`src/rtl/fp32_accumulator.sv`:
```
// ============================================================================
// Module   : fp32_accumulator (with fp32_add)
// Brief    : Sums binary32 beats of a valid/ready group and presents the total.
// Revision : 1.0 - initial release
// ============================================================================
`default_nettype none

module fp32_add (
    input  logic [31:0] a_i,
    input  logic [31:0] b_i,
    output logic [31:0] sum_o
);
    logic        a_nan, b_nan, a_inf, b_inf, swap, eff_sub, sticky, round_up, sign;
    logic [31:0] big, sml;
    logic [7:0]  e_big, e_sml, diff, shamt;
    logic [26:0] m_big, m_sml, m_aln, norm;
    logic [27:0] sum;
    logic [24:0] mant_r;
    logic [8:0]  exp_n, field;
    logic [22:0] frac;
    logic [4:0]  lz;

    always_comb begin
        a_nan   = (&a_i[30:23]) && (|a_i[22:0]);
        b_nan   = (&b_i[30:23]) && (|b_i[22:0]);
        a_inf   = (&a_i[30:23]) && !(|a_i[22:0]);
        b_inf   = (&b_i[30:23]) && !(|b_i[22:0]);
        swap    = b_i[30:0] > a_i[30:0];
        big     = swap ? b_i : a_i;
        sml     = swap ? a_i : b_i;
        // Subnormals use exponent 1 with no hidden bit
        e_big   = (big[30:23] == 8'd0) ? 8'd1 : big[30:23];
        e_sml   = (sml[30:23] == 8'd0) ? 8'd1 : sml[30:23];
        diff    = e_big - e_sml;
        m_big   = {|big[30:23], big[22:0], 3'b000};
        m_sml   = {|sml[30:23], sml[22:0], 3'b000};
        m_aln   = m_sml >> diff;
        sticky  = |(m_sml & ~({27{1'b1}} << diff));
        m_aln[0] = m_aln[0] | sticky;
        eff_sub = big[31] ^ sml[31];
        sum     = eff_sub ? ({1'b0, m_big} - {1'b0, m_aln})
                          : ({1'b0, m_big} + {1'b0, m_aln});

        lz = 5'd27;
        for (int i = 0; i < 27; i++) begin
            if (sum[i]) lz = 5'(26 - i);
        end

        if (sum[27]) begin
            norm  = {sum[27:2], sum[1] | sum[0]};
            shamt = 8'd0;
            exp_n = {1'b0, e_big} + 9'd1;
        end else begin
            // Left shift is capped so the exponent never drops below the subnormal one
            shamt = ({3'b000, lz} < e_big) ? {3'b000, lz} : (e_big - 8'd1);
            norm  = sum[26:0] << shamt;
            exp_n = {1'b0, e_big} - {1'b0, shamt};
        end

        round_up = norm[2] & (norm[3] | norm[1] | norm[0]);
        mant_r   = {1'b0, norm[26:3]} + {24'd0, round_up};
        if (mant_r[24]) begin
            field = exp_n + 9'd1;
            frac  = 23'd0;
        end else begin
            field = mant_r[23] ? exp_n : 9'd0;
            frac  = mant_r[22:0];
        end
        sign = (sum == 28'd0) ? (big[31] & ~eff_sub) : big[31];

        if (a_nan || b_nan || (a_inf && b_inf && eff_sub)) sum_o = 32'h7FC0_0000;
        else if (a_inf)                                    sum_o = a_i;
        else if (b_inf)                                    sum_o = b_i;
        else if (field >= 9'd255)                          sum_o = {sign, 8'hFF, 23'd0};
        else                                               sum_o = {sign, field[7:0], frac};
    end
endmodule

module fp32_accumulator #(
    parameter int COUNT_W = 16
) (
    input  logic               clk,
    input  logic               rst_n,
    input  logic               clr,
    input  logic               in_valid,
    output logic               in_ready,
    input  logic [31:0]        in_data,
    input  logic               in_last,
    output logic               out_valid,
    input  logic               out_ready,
    output logic [31:0]        out_data,
    output logic [COUNT_W-1:0] out_count,
    output logic               out_nan
);
    typedef enum logic [1:0] {
        IDLE  = 2'd0,
        ACCUM = 2'd1,
        DONE  = 2'd2
    } state_t;

    state_t              state_q, state_d;
    logic [31:0]         acc_q, acc_d, add_res;
    logic [COUNT_W-1:0]  cnt_q, cnt_d;
    logic                nan_q, nan_d, accept, in_nan;

    fp32_add u_add (
        .a_i   (acc_q),
        .b_i   (in_data),
        .sum_o (add_res)
    );

    assign in_ready = (state_q != DONE) && !clr;
    assign accept   = in_valid && in_ready;
    assign in_nan   = (&in_data[30:23]) && (|in_data[22:0]);

    always_comb begin
        state_d = state_q;
        acc_d   = acc_q;
        cnt_d   = cnt_q;
        nan_d   = nan_q;
        if (clr) begin
            state_d = IDLE;
            acc_d   = 32'd0;
            cnt_d   = '0;
            nan_d   = 1'b0;
        end else begin
            case (state_q)
                IDLE, ACCUM: begin
                    if (accept) begin
                        acc_d   = add_res;
                        cnt_d   = (&cnt_q) ? cnt_q : cnt_q + COUNT_W'(1);
                        nan_d   = nan_q | in_nan | (add_res == 32'h7FC0_0000);
                        state_d = in_last ? DONE : ACCUM;
                    end
                end
                DONE: begin
                    if (out_ready) begin
                        state_d = IDLE;
                        acc_d   = 32'd0;
                        cnt_d   = '0;
                        nan_d   = 1'b0;
                    end
                end
                default: state_d = IDLE;
            endcase
        end
    end

    always_ff @(posedge clk) begin
        if (!rst_n) begin
            state_q <= IDLE;
            acc_q   <= 32'd0;
            cnt_q   <= '0;
            nan_q   <= 1'b0;
        end else begin
            state_q <= state_d;
            acc_q   <= acc_d;
            cnt_q   <= cnt_d;
            nan_q   <= nan_d;
        end
    end

    assign out_valid = (state_q == DONE);
    assign out_data  = acc_q;
    assign out_count = cnt_q;
    assign out_nan   = nan_q;
endmodule

`default_nettype wire

```
`config.mk`:
```
export PLATFORM = sky130hd
export DESIGN_NAME = fp32_accumulator
export DESIGN_NICKNAME = d
export VERILOG_FILES = /design/src/rtl/fp32_accumulator.sv
export SDC_FILE = /design/constraint.sdc
export NUM_CORES = 1
export LEC_CHECK = 0
export ABC_AREA = 1
export ABC_CLOCK_PERIOD_IN_PS = 20900
export CAP_MARGIN = 30
export CORE_MARGIN = 1
export CORE_UTILIZATION = 25
export CTS_BUF_LIST = sky130_fd_sc_hd__clkbuf_16
export CTS_CLUSTER_DIAMETER = 40
export DETAILED_ROUTE_END_ITERATION = 10
export PLACE_DENSITY = 0.5
export REMOVE_ABC_BUFFERS = 1
export SLEW_MARGIN = 5
export SYNTH_ARGS = -nofsm -noshare
export SYNTH_HDL_FRONTEND = slang
export SYNTH_SLANG_ARGS = --single-unit
```
`constraint.sdc`:
```
create_clock -name clk -period 20.9 [get_ports clk]
set_clock_uncertainty 0.2 [all_clocks]
set_input_delay 5.225 -clock clk [delete_from_list [all_inputs] [get_ports clk]]
set_output_delay 5.225 -clock clk [all_outputs]
set_load 0.02 [all_outputs]
```
Yosys cells after proc, flatten, opt, wreduce, memory -nomap -nowiden
Cells that the tools add are included.
{ "totals": {"register_bits": 51, "latchBits": 0, "mem_bits_rw": 0, "rom_bits": 0, "in_bits": 38, "out_inout_bits": 51, "elab_cells": 127, "memories": 0} }
{ "classes": {"n_addsub": 9, "multipliers": 0, "n_div": 0, "n_lt_le_gt_ge": 3, "n_eq_ne": 7, "n_shift": 3, "mux": 57, "n_bitwise": 13, "n_reduce_logical": 31} }
{ "ops": {"columns": ["cell", "n"], "rows": [
  ["$mux W32", 7],
  ["$mux W5", 16],
  ["$pmux W32 S2", 1],
  ["$mux W16", 3],
  ["$reduce_or A23 Y1", 2],
  ["$eq A32 B31 Y1 const B", 1],
  ["$mux W4", 8],
  ["$pmux W16 S2", 1],
  ["$gt A31 B31 Y1", 1],
  ["$mux W31", 1],
  ["$add A27 B27 Y28", 1],
  ["$logic_not A28 Y1", 1],
  ["$mux W28", 1],
  ["$sub A27 B27 Y28", 1],
  ["$and A27 B27 Y27", 1],
  ["$mux W27", 1],
  ["$mux W9", 3],
  ["$not A27 Y27", 1],
  ["$reduce_or A27 Y1", 1],
  ["$shl A27 B8 Y27", 1],
  ["$shl A27 B8 Y27 const A", 1],
  ["$shr A27 B8 Y27", 1],
  ["$add A24 B1 Y25", 1],
  ["$mux W8", 3],
  ["34 further kinds", 64]
]} }

Logic depth before layout (Yosys ltp)
Gate-level depths: netlist (run 1).
{ "logic_depth": {"depth_word": 58, "depth_mapped": 116, "ltp_nobuf": 110} }

Hierarchy
From an unflattened synthesis (run 1), not the netlist that was laid out.
{ "hier_totals": {"cells_unflattened": 2541, "hier_area_um2": 13481.7} }
{ "by_module_without_submodules": {"columns": ["mod", "n_inst", "cells_each", "area_each_um2", "seq_area_each_um2"], "rows": [
  ["fp32_add", 1, 2154, 10985.5, 0.0],
  ["fp32_accumulator", 1, 387, 2496.1, 1021.0]
]} }

Least setup slack after synthesis (run 1)
Ideal clock, no wire load.
{ "synth_path": {"path_kind": "in2reg", "from": "input port in_data[6]", "to": "register acc_q[7] (netlist: out_data[7])", "setup_time_ns": 0.070, "t_arrival_ns": 17.522, "required_time_ns": 20.630, "path_slack_ns": 3.108, "stages": 101, "path_buffers": 8, "path_cell_list": "ha_1 > nand2_1 > nor2_2 > inv_1 > nor3_2 > nand4_2 > nand2_2 > buf_6 > buf_2 > buf_2 > clkbuf_1 > nand2_1 > o21ai_0 > inv_1 > nor2_1 > nand3_1 > inv_1 > nand3_1 > (+65 left out) > nand2_1 > a21oi_1 > nand3b_1 > nand2_1 > nand2_1 > nand2_1 > nand2_1 > nand2_1 > nand4_1 > xnor2_1 > nand2_1 > nand2_1 > inv_2 > nand2_2 > buf_4 > o21ai_1 > nand3_1 > a21oi_1"} }
{ "synth_via": {"elab_chain_len": 56, "word_cells_on_any_way": 79, "cone_classes": "add/sub (8); order compare (3); shift (3); mux (44); bitwise (8); reduce/logical (13)"} }
{ "synth_rtl": {"columns": ["element", "line_no", "text"], "rows": [
  ["start, declared", "87", "input logic [31:0] in_data,"],
  ["$gt A31 B31 Y1", "28", "swap = b_i[30:0] > a_i[30:0];"],
  ["$mux W32 (on tied branches)", "29, 30", null],
  ["$logic_not A8 Y1 (on tied branches)", "32, 33", null],
  ["$mux W8 (on tied branches)", "32, 33", null],
  ["$sub A8 B8 Y8", "34", "diff = e_big - e_sml;"],
  ["$shl A27 B8 Y27", "38", "sticky = |(m_sml & ~({27{1'b1}} << diff));"],
  ["$not A27 Y27", "38", null],
  ["$and A27 B27 Y27", "38", null],
  ["(+40 left out)", null, null],
  ["$mux W9", "62", "if (mant_r[24]) begin"],
  ["$ge A9 B8 Y1", "74", "else if (field >= 9'd255) sum_o = {sign, 8'hFF, 23'd0};"],
  ["$mux W31", "74", null],
  ["$mux W32", "73", "else if (b_inf) sum_o = b_i;"],
  ["$mux W32", "72", "else if (a_inf) sum_o = a_i;"],
  ["$mux W32 (*)", "71", "if (a_nan || b_nan || (a_inf && b_inf && eff_sub)) sum_o = 32'h7FC0_0000;"],
  ["$mux W32 (*)", "129", "if (accept) begin"],
  ["$pmux W32 S2 (*)", "127", "case (state_q)"],
  ["end signal, assigned", "152", "acc_q <= 32'd0;"],
  ["end signal, assigned", "157", "acc_q <= acc_d;"],
  ["end, declared", "102", "logic [31:0] acc_q, acc_d, add_res;"]
]} }
Mark *: on every way between the ends. The rest lies on a longest branch, timed or not. The select of a mux whose other input is x is not followed.
A chain may end at the register's enable or synchronous reset.

Worst setup path in the final report (run 1)
{ "layout_path": {"from": "input port in_data[6]", "to": "register acc_q[22] (netlist: out_data[22])"} }
The elaborated chain is that of the path after synthesis.

==> load_flow_metrics.sql, run 1 <==
INSERT INTO impl_metrics (metric_group, metric, value, unit) VALUES
('place', 'placement.io_buffers', '88', ''),
('timing', 'final_setup_violation_count', '0', ''),
('finish', 'number_of_diodes_added_for_antenna_fixing', '0', ''),
('critical_path', 'path_common_cell', 'nand2_1', ''),
('synth', 'synth_cell_type_count', '65', ''),
('place', 'dp_hpwl', '46400', 'um'),
('grt', 'grt_max_degree', '91', ''),
('timing', 'totalNegativeSetupSlack', '0', 'ns'),
('critical_path', 'setup.worst_path.end_class', 'flip-flop', ''),
('grt', 'global_route.overflow_total', '0', ''),
('critical_path', 'number_of_cell_instances_on_the_worst_register_to_register_path', '86', ''),
('critical_path', 'critPathRequiredTime', '20.92', 'ns'),
('clock_tree', 'clock_latency', '0.30', 'ns'),
('min_path', 'holdCritPathClass', 'flip-flop to flip-flop', ''),
('min_path', 'holdCritStartpoint', 'out_count[9]', ''),
('synth', 'synth_enable_flop_cells', '0', ''),
('clock_tree', 'cts_tree', 'yes', ''),
('finish', 'area_delta_synth_final', '13.6', '%'),
('job', 'max_cap_violations', '0', ''),
('timing', 'max_clock_freq', '51.5', 'MHz'),
('clock_tree', 'holdBufCountCts', '0', ''),
('clock_tree', 'clkTransAtPathRegs', '0.07', 'ns'),
('place', 'place.gp.congestion', '0.947', ''),
('synth', 'ys_async_sr_fraction', '0', '%'),
('critical_path', 'maximum_fanout_encountered_on_the_critical_timing_path', '90', ''),
('min_path', 'hold_path_depth', '2', ''),
('synth', 'total_of_flip_flops_plus_latches_after_synthesis', '51', ''),
('critical_path', 'r2r-start', 'out_data[6]', ''),
('finish', 'layout_commonest_cell', 'nand2_1', ''),
('timing', 'finalCritPeriodShare', '93.0', '%'),
('critical_path', 'cell_count_along_the_critical_path', '86', ''),
('clock_tree', 'clock-sinks', '51', ''),
('floorplan', 'design.core.area', '51500', 'um2'),
('critical_path', 'nature_of_the_critical_path_startpoint', 'input port', ''),
('place', 'numPlacedInstances', '3123', ''),
('floorplan', 'die_w', '231', 'um'),
('finish', 'final_cell_mix', '761 x nand2_1, 350 x nand3_1, 296 x inv_1', ''),
('critical_path', 'crit_path_start', 'in_data[6]', ''),
('finish', 'stdcell_count', '3138', ''),
('critical_path', 'arrival', '19.45', 'ns'),
('clock_tree', 'clock_path_buffers', '2', ''),
('clock_tree', 'root_buffer', 'clkbuf_16', ''),
('floorplan', 'fp-row-count', '83', ''),
('synth', 'synth.avg_cell_area', '5.39', 'um2'),
('synth', 'total_standard_cell_area_after_synthesis', '13100', 'um2'),
('floorplan', 'num_io_pins', '89', ''),
('synth', 'dominantRegCellSynth', 'dfxtp_1', ''),
('route', 'wirelength', '56000', 'um'),
('route', 'ant_nets', '0', ''),
('timing', 'slew_viol_final', '0', ''),
('timing', 'report.final.hold_viol_count', '0', ''),
('grt', 'first_global_vias', '14824', ''),
('synth', 'synth_seq_area_share', '7.81', '%'),
('critical_path', 'cpPeakStageDelay', '0.56', 'ns'),
('critical_path', 'criticalPathCategory', 'input port to flip-flop', ''),
('route', 'drt_first_iter_violations', '1506', ''),
('route', 'firstDrtPassIters', '5', ''),
('synth', 'syn-instance-count', '2426', ''),
('route', 'via_per_inst', '5.13', ''),
('clock_tree', 'h-tree-depth', '2', ''),
('outcome', 'outcome', 'completed', ''),
('critical_path', 'timing.critical_path.max_delay_family', 'simple AND/OR/NAND/NOR gates', ''),
('floorplan', 'die_h', '231', 'um'),
('route', 'total_number_of_vias', '16107', ''),
('timing', 'grt_setup_unrepaired', 'no', ''),
('timing', 'slew_headroom', '29.8', '%'),
('clock_tree', 'post_cts_resized', '0', ''),
('critical_path', 'worst_path_max_delay_cell', 'xor2_1', ''),
('grt', 'grt_pass1_wl', '85700', 'um'),
('floorplan', 'floorplan_die_area', '53200', 'um2'),
('clock_tree', 'numCtsBuffers', '5', ''),
('finish', 'layout-drive-gt1-share', '7.16', '%'),
('grt', 'grtUsageTotal', '20.4', '%'),
('finish', 'num-nets-final', '2601', ''),
('grt', 'antenna_found_initial', '0', ''),
('clock_tree', 'cts_setup_buffers', '0', ''),
('route', 'drt-wirelength-per-cell', '17.8', 'um'),
('timing', 'min_cycle_time_layout', '19.43', 'ns'),
('critical_path', 'cp_num_buf_inv', '10', ''),
('timing', 'worst_slew_pin_slew', '1.04', 'ns'),
('floorplan', 'initial_core_util', '25.4', '%'),
('route', 'drc_errors_left', '0', ''),
('synth', 'ys_warn_count', '0', '');
-- kinds of logic (layout without fill, tap and decap cells) --
logic type,count (synthesis),count (layout),synth area share [%]
adder cells (fa/ha/maj),106,106,10.3
buffers and inverters,419,451,13.4
flip-flops,51,51,7.81
AND/OR/NAND/NOR,1471,1471,50.7
AO/OA/AOI/OAI,343,343,15.1
XOR/XNOR,36,36,2.64
-- layout make-up --
cell class / instances / area, um2
sequential: 51 / 1020
fill: 6000 / 36700
clock buffer: 5 / 125
tap: 680 / 851
inverter: 321 / 1210
clock inverter: 3 / 47.5
multi-input combinational: 1956 / 10400
timing repair buffer: 122 / 1190
-- sequential cells by signal (all words and copies together), names as in the netlist --
register / cells
out_count: 16
out_data: 32
out_nan: 1
state_q: 2
-- worst register-to-register path, delay by kind of cell, from the launching register on --
kind            cells  cell delay, ns
xor+xnor            2            0.71
buf+inv            10            1.57
simple gates       52            7.88
compound gates     16            2.15
fa+ha+maj           6            1.59
flops               1            0.55
-- cells in the mapped netlist (all sizes together), types with 13 or more instances --
library cell  instances  area, um2
nor2                174        766
or2                  16        100
nand3               360       1860
ha                  103       1290
xor2                 30        293
nor4                 13       87.6
inv                 316       1190
nand2               791       3080
a21oi               127        647
o21ai               150        792
dfxtp                51       1020
clkbuf               33        128
nand4                73        469
buf                  65        420
nor3                 31        175
-- final timing paths --
kind	to	slack, ns
max	out_data[22]	1.47
min	out_count[9]	0.28
max reg2reg	out_data[22]	6.19
min reg2reg	out_count[9]	0.28
-- per-stage QoR --
step | hold WS (ns) | utilization [%] | instance area [um2] | setup slack (ns)
6_report | 0.278 | 28.8 | 14900 | 1.47
5_1_grt | 0.320 | 28.8 | 14900 | 0.0196
4_1_cts | 0.288 | 28.4 | 14700 | 0.623
3_5_place_dp | 0.278 | 28.1 | 14500 | 0.356
3_3_place_gp | 0.273 | 28.1 | 14500 | 0.651
2_1_floorplan | 0.274 | - | 12500 | 1.92
-- layer usage --
metal | vias up | share of wire (%) | routed length [um] | track usage (%)
met4 | 0 | 3.5 | 1960 | 6.17
met1 | 7452 | 47 | 26400 | 28.0
met3 | 69 | 6.3 | 3550 | 3.52
met2 | 549 | 43 | 24100 | 32.2
li1 | 8037 | - | - | -
met5 | - | 0 | 0 | 0
Power of run 1 is left out: the tool's default activity adds up to more than one toggle a clock period on the data nets, which glitch-free logic cannot reach.
==> inputs of run 2 (changes only) <==
--- a/config.mk
+++ b/config.mk
@@ -8,6 +8,7 @@
 export ABC_AREA = 1
 export ABC_CLOCK_PERIOD_IN_PS = 20900
 export CAP_MARGIN = 30
+export CORE_ASPECT_RATIO = 1.5
 export CORE_MARGIN = 1
 export CORE_UTILIZATION = 25
 export CTS_BUF_LIST = sky130_fd_sc_hd__clkbuf_16
==> load_flow_metrics.sql, run 2 (synthesis gave the netlist of run 1 again) <==
INSERT INTO impl_metrics (metric_group, metric, value, unit) VALUES
('timing', 'min_cycle_time_layout', '19.62', 'ns'),
('min_path', 'holdCritPathClass', 'flip-flop to flip-flop', ''),
('min_path', 'holdCritStartpoint', 'out_count[9]', ''),
('timing', 'worst_slew_pin_slew', '1.08', 'ns'),
('critical_path', 'arrival', '19.58', 'ns'),
('outcome', 'outcome', 'completed', ''),
('min_path', 'worstHoldEndpoint', 'out_count[9]', ''),
('timing', 'report.final.hold_viol_count', '0', ''),
('route', 'firstDrtPassIters', '5', ''),
('timing', 'max_clock_freq', '51.0', 'MHz'),
('grt', 'grt_max_degree', '95', ''),
('critical_path', 'maximum_fanout_encountered_on_the_critical_timing_path', '94', ''),
('route', 'drt_first_iter_violations', '1305', ''),
('floorplan', 'initial_core_util', '25.3', '%'),
('finish', 'final_cell_mix', '761 x nand2_1, 350 x nand3_1, 296 x inv_1', ''),
('place', 'numPlacedInstances', '3136', ''),
('clock_tree', 'clock_path_buffers', '2', ''),
('route', 'drt-wirelength-per-cell', '19.3', 'um'),
('finish', 'final_util', '28.8', '%'),
('floorplan', 'fp-row-count', '102', ''),
('route', 'wirelength', '60600', 'um'),
('finish', 'num-nets-final', '2613', ''),
('place', 'dp_hpwl', '50600', 'um'),
('route', 'total_number_of_vias', '16332', ''),
('floorplan', 'die_h', '282', 'um'),
('place', 'placement.io_buffers', '88', ''),
('clock_tree', 'holdBufCountCts', '0', ''),
('critical_path', 'r2r-start', 'out_data[5]', ''),
('clock_tree', 'clock_latency', '0.30', 'ns'),
('finish', 'stdcell_count', '3146', ''),
('critical_path', 'path_common_cell', 'nand2_1', ''),
('timing', 'finalCritPeriodShare', '93.9', '%'),
('grt', 'grtUsageTotal', '22.1', '%'),
('job', 'max_cap_violations', '0', ''),
('critical_path', 'timing.critical_path.max_delay_family', 'simple AND/OR/NAND/NOR gates', ''),
('finish', 'number_of_diodes_added_for_antenna_fixing', '0', ''),
('floorplan', 'floorplan_die_area', '53300', 'um2'),
('critical_path', 'worst_path_max_delay_cell', 'o21ai_4', ''),
('clock_tree', 'root_buffer', 'clkbuf_16', ''),
('timing', 'slew_viol_final', '0', ''),
('route', 'ant_nets', '0', ''),
('floorplan', 'design.core.area', '51700', 'um2'),
('clock_tree', 'clock-sinks', '51', ''),
('clock_tree', 'numCtsBuffers', '5', ''),
('place', 'place.gp.congestion', '1.02', ''),
('clock_tree', 'cts_tree', 'yes', ''),
('route', 'drc_errors_left', '0', ''),
('timing', 'final_setup_violation_count', '0', ''),
('min_path', 'hold_path_depth', '2', ''),
('finish', 'layout_commonest_cell', 'nand2_1', ''),
('grt', 'global_route.overflow_total', '0', ''),
('critical_path', 'criticalPathCategory', 'input port to flip-flop', ''),
('clock_tree', 'clkTransAtPathRegs', '0.07', 'ns'),
('critical_path', 'number_of_cell_instances_on_the_worst_register_to_register_path', '89', ''),
('route', 'via_per_inst', '5.19', ''),
('floorplan', 'die_w', '189', 'um'),
('floorplan', 'num_io_pins', '89', ''),
('critical_path', 'cp_num_buf_inv', '13', ''),
('critical_path', 'crit-reg2reg-capture', 'out_data[14]', ''),
('clock_tree', 'h-tree-depth', '2', ''),
('finish', 'largest_register_ff_count', '32', ''),
('critical_path', 'cpPeakStageDelay', '0.50', 'ns'),
('grt', 'antenna_found_initial', '0', ''),
('critical_path', 'reg2reg_slack', '6.04', 'ns'),
('critical_path', 'setup.worst_path.end_class', 'flip-flop', ''),
('finish', 'layout-drive-gt1-share', '7.41', '%'),
('critical_path', 'critPathRequiredTime', '20.86', 'ns'),
('grt', 'first_global_vias', '15706', ''),
('timing', 'slew_headroom', '27.3', '%'),
('finish', 'area_delta_synth_final', '13.7', '%'),
('grt', 'grt_pass1_wl', '91300', 'um'),
('critical_path', 'nature_of_the_critical_path_startpoint', 'input port', '');
## run 2: cell types whose count changed in the layout (fill, tap and decap cells not counted), moves of 2 or more
cell and change:
o31ai_1 +2, buf_2 +2, buf_4 +15, o31ai_2 -2
clkbuf_4 -5, o21ai_4 -2
## run 2: layout make-up
cell class              count  area, um2
well taps                 676        846
flip-flops and latches     51       1020
fillers                  5927      36800
multi-input cells        1956      10400
clock inverters             3       46.3
clock buffers               5        125
inverters                 321       1200
repair buffers            134       1270
## run 2: tightest hold or removal path, delay by kind of cell, from the launching register on
kind,cells,cell delay [ns]
DFF,1,0.32
AOI/OAI and AO/OA,1,0.06
buffers and inverters,1,0.06
## run 2: how the worst max path moves through the flow
stage                            from      endpoint  slack (ns)  cells past startpoint
after floorplan           in_data[14]  out_data[30]        1.92                     84
after global placement     in_data[6]  out_data[25]        0.36                     95
after detailed placement   in_data[6]  out_data[30]        0.18                     97
after CTS                  in_data[5]  out_data[14]        0.47                     96
after global routing       in_data[6]  out_data[30]      -0.002                     96
final                      in_data[6]  out_data[14]        1.28                     89
## run 2: through the flow
step                      hold WS, ns  worst slack [ns]   TNS, ns  area [um2]
final                           0.287              1.28         0       14900
after global routing            0.301          -0.00216  -0.00216       14900
after CTS                       0.288             0.470         0       14800
after detailed placement        0.277             0.177         0       14600
after global placement          0.271             0.359         0       14600
after floorplan                 0.274              1.92         0       12500
## run 2: per-layer routing
layer / up-vias / track usage [%] / share of wire (%) / wire length (um)
met5: - / 0 / 0 / 0
met4: 0 / 13.1 / 6.4 / 3900
met3: 143 / 0.633 / 3.1 / 1850
met2: 540 / 42.6 / 52 / 31500
met1: 7592 / 24.0 / 38 / 23300
li1: 8057 / - / - / -
## run 2: what timing repair did
item | in CTS | in global routing
setup buffers | 0 | 0
gates resized for setup | 0 | 16
endpoints found under the setup margin | 0 | 31
Power of run 2 is left out for the same reason.
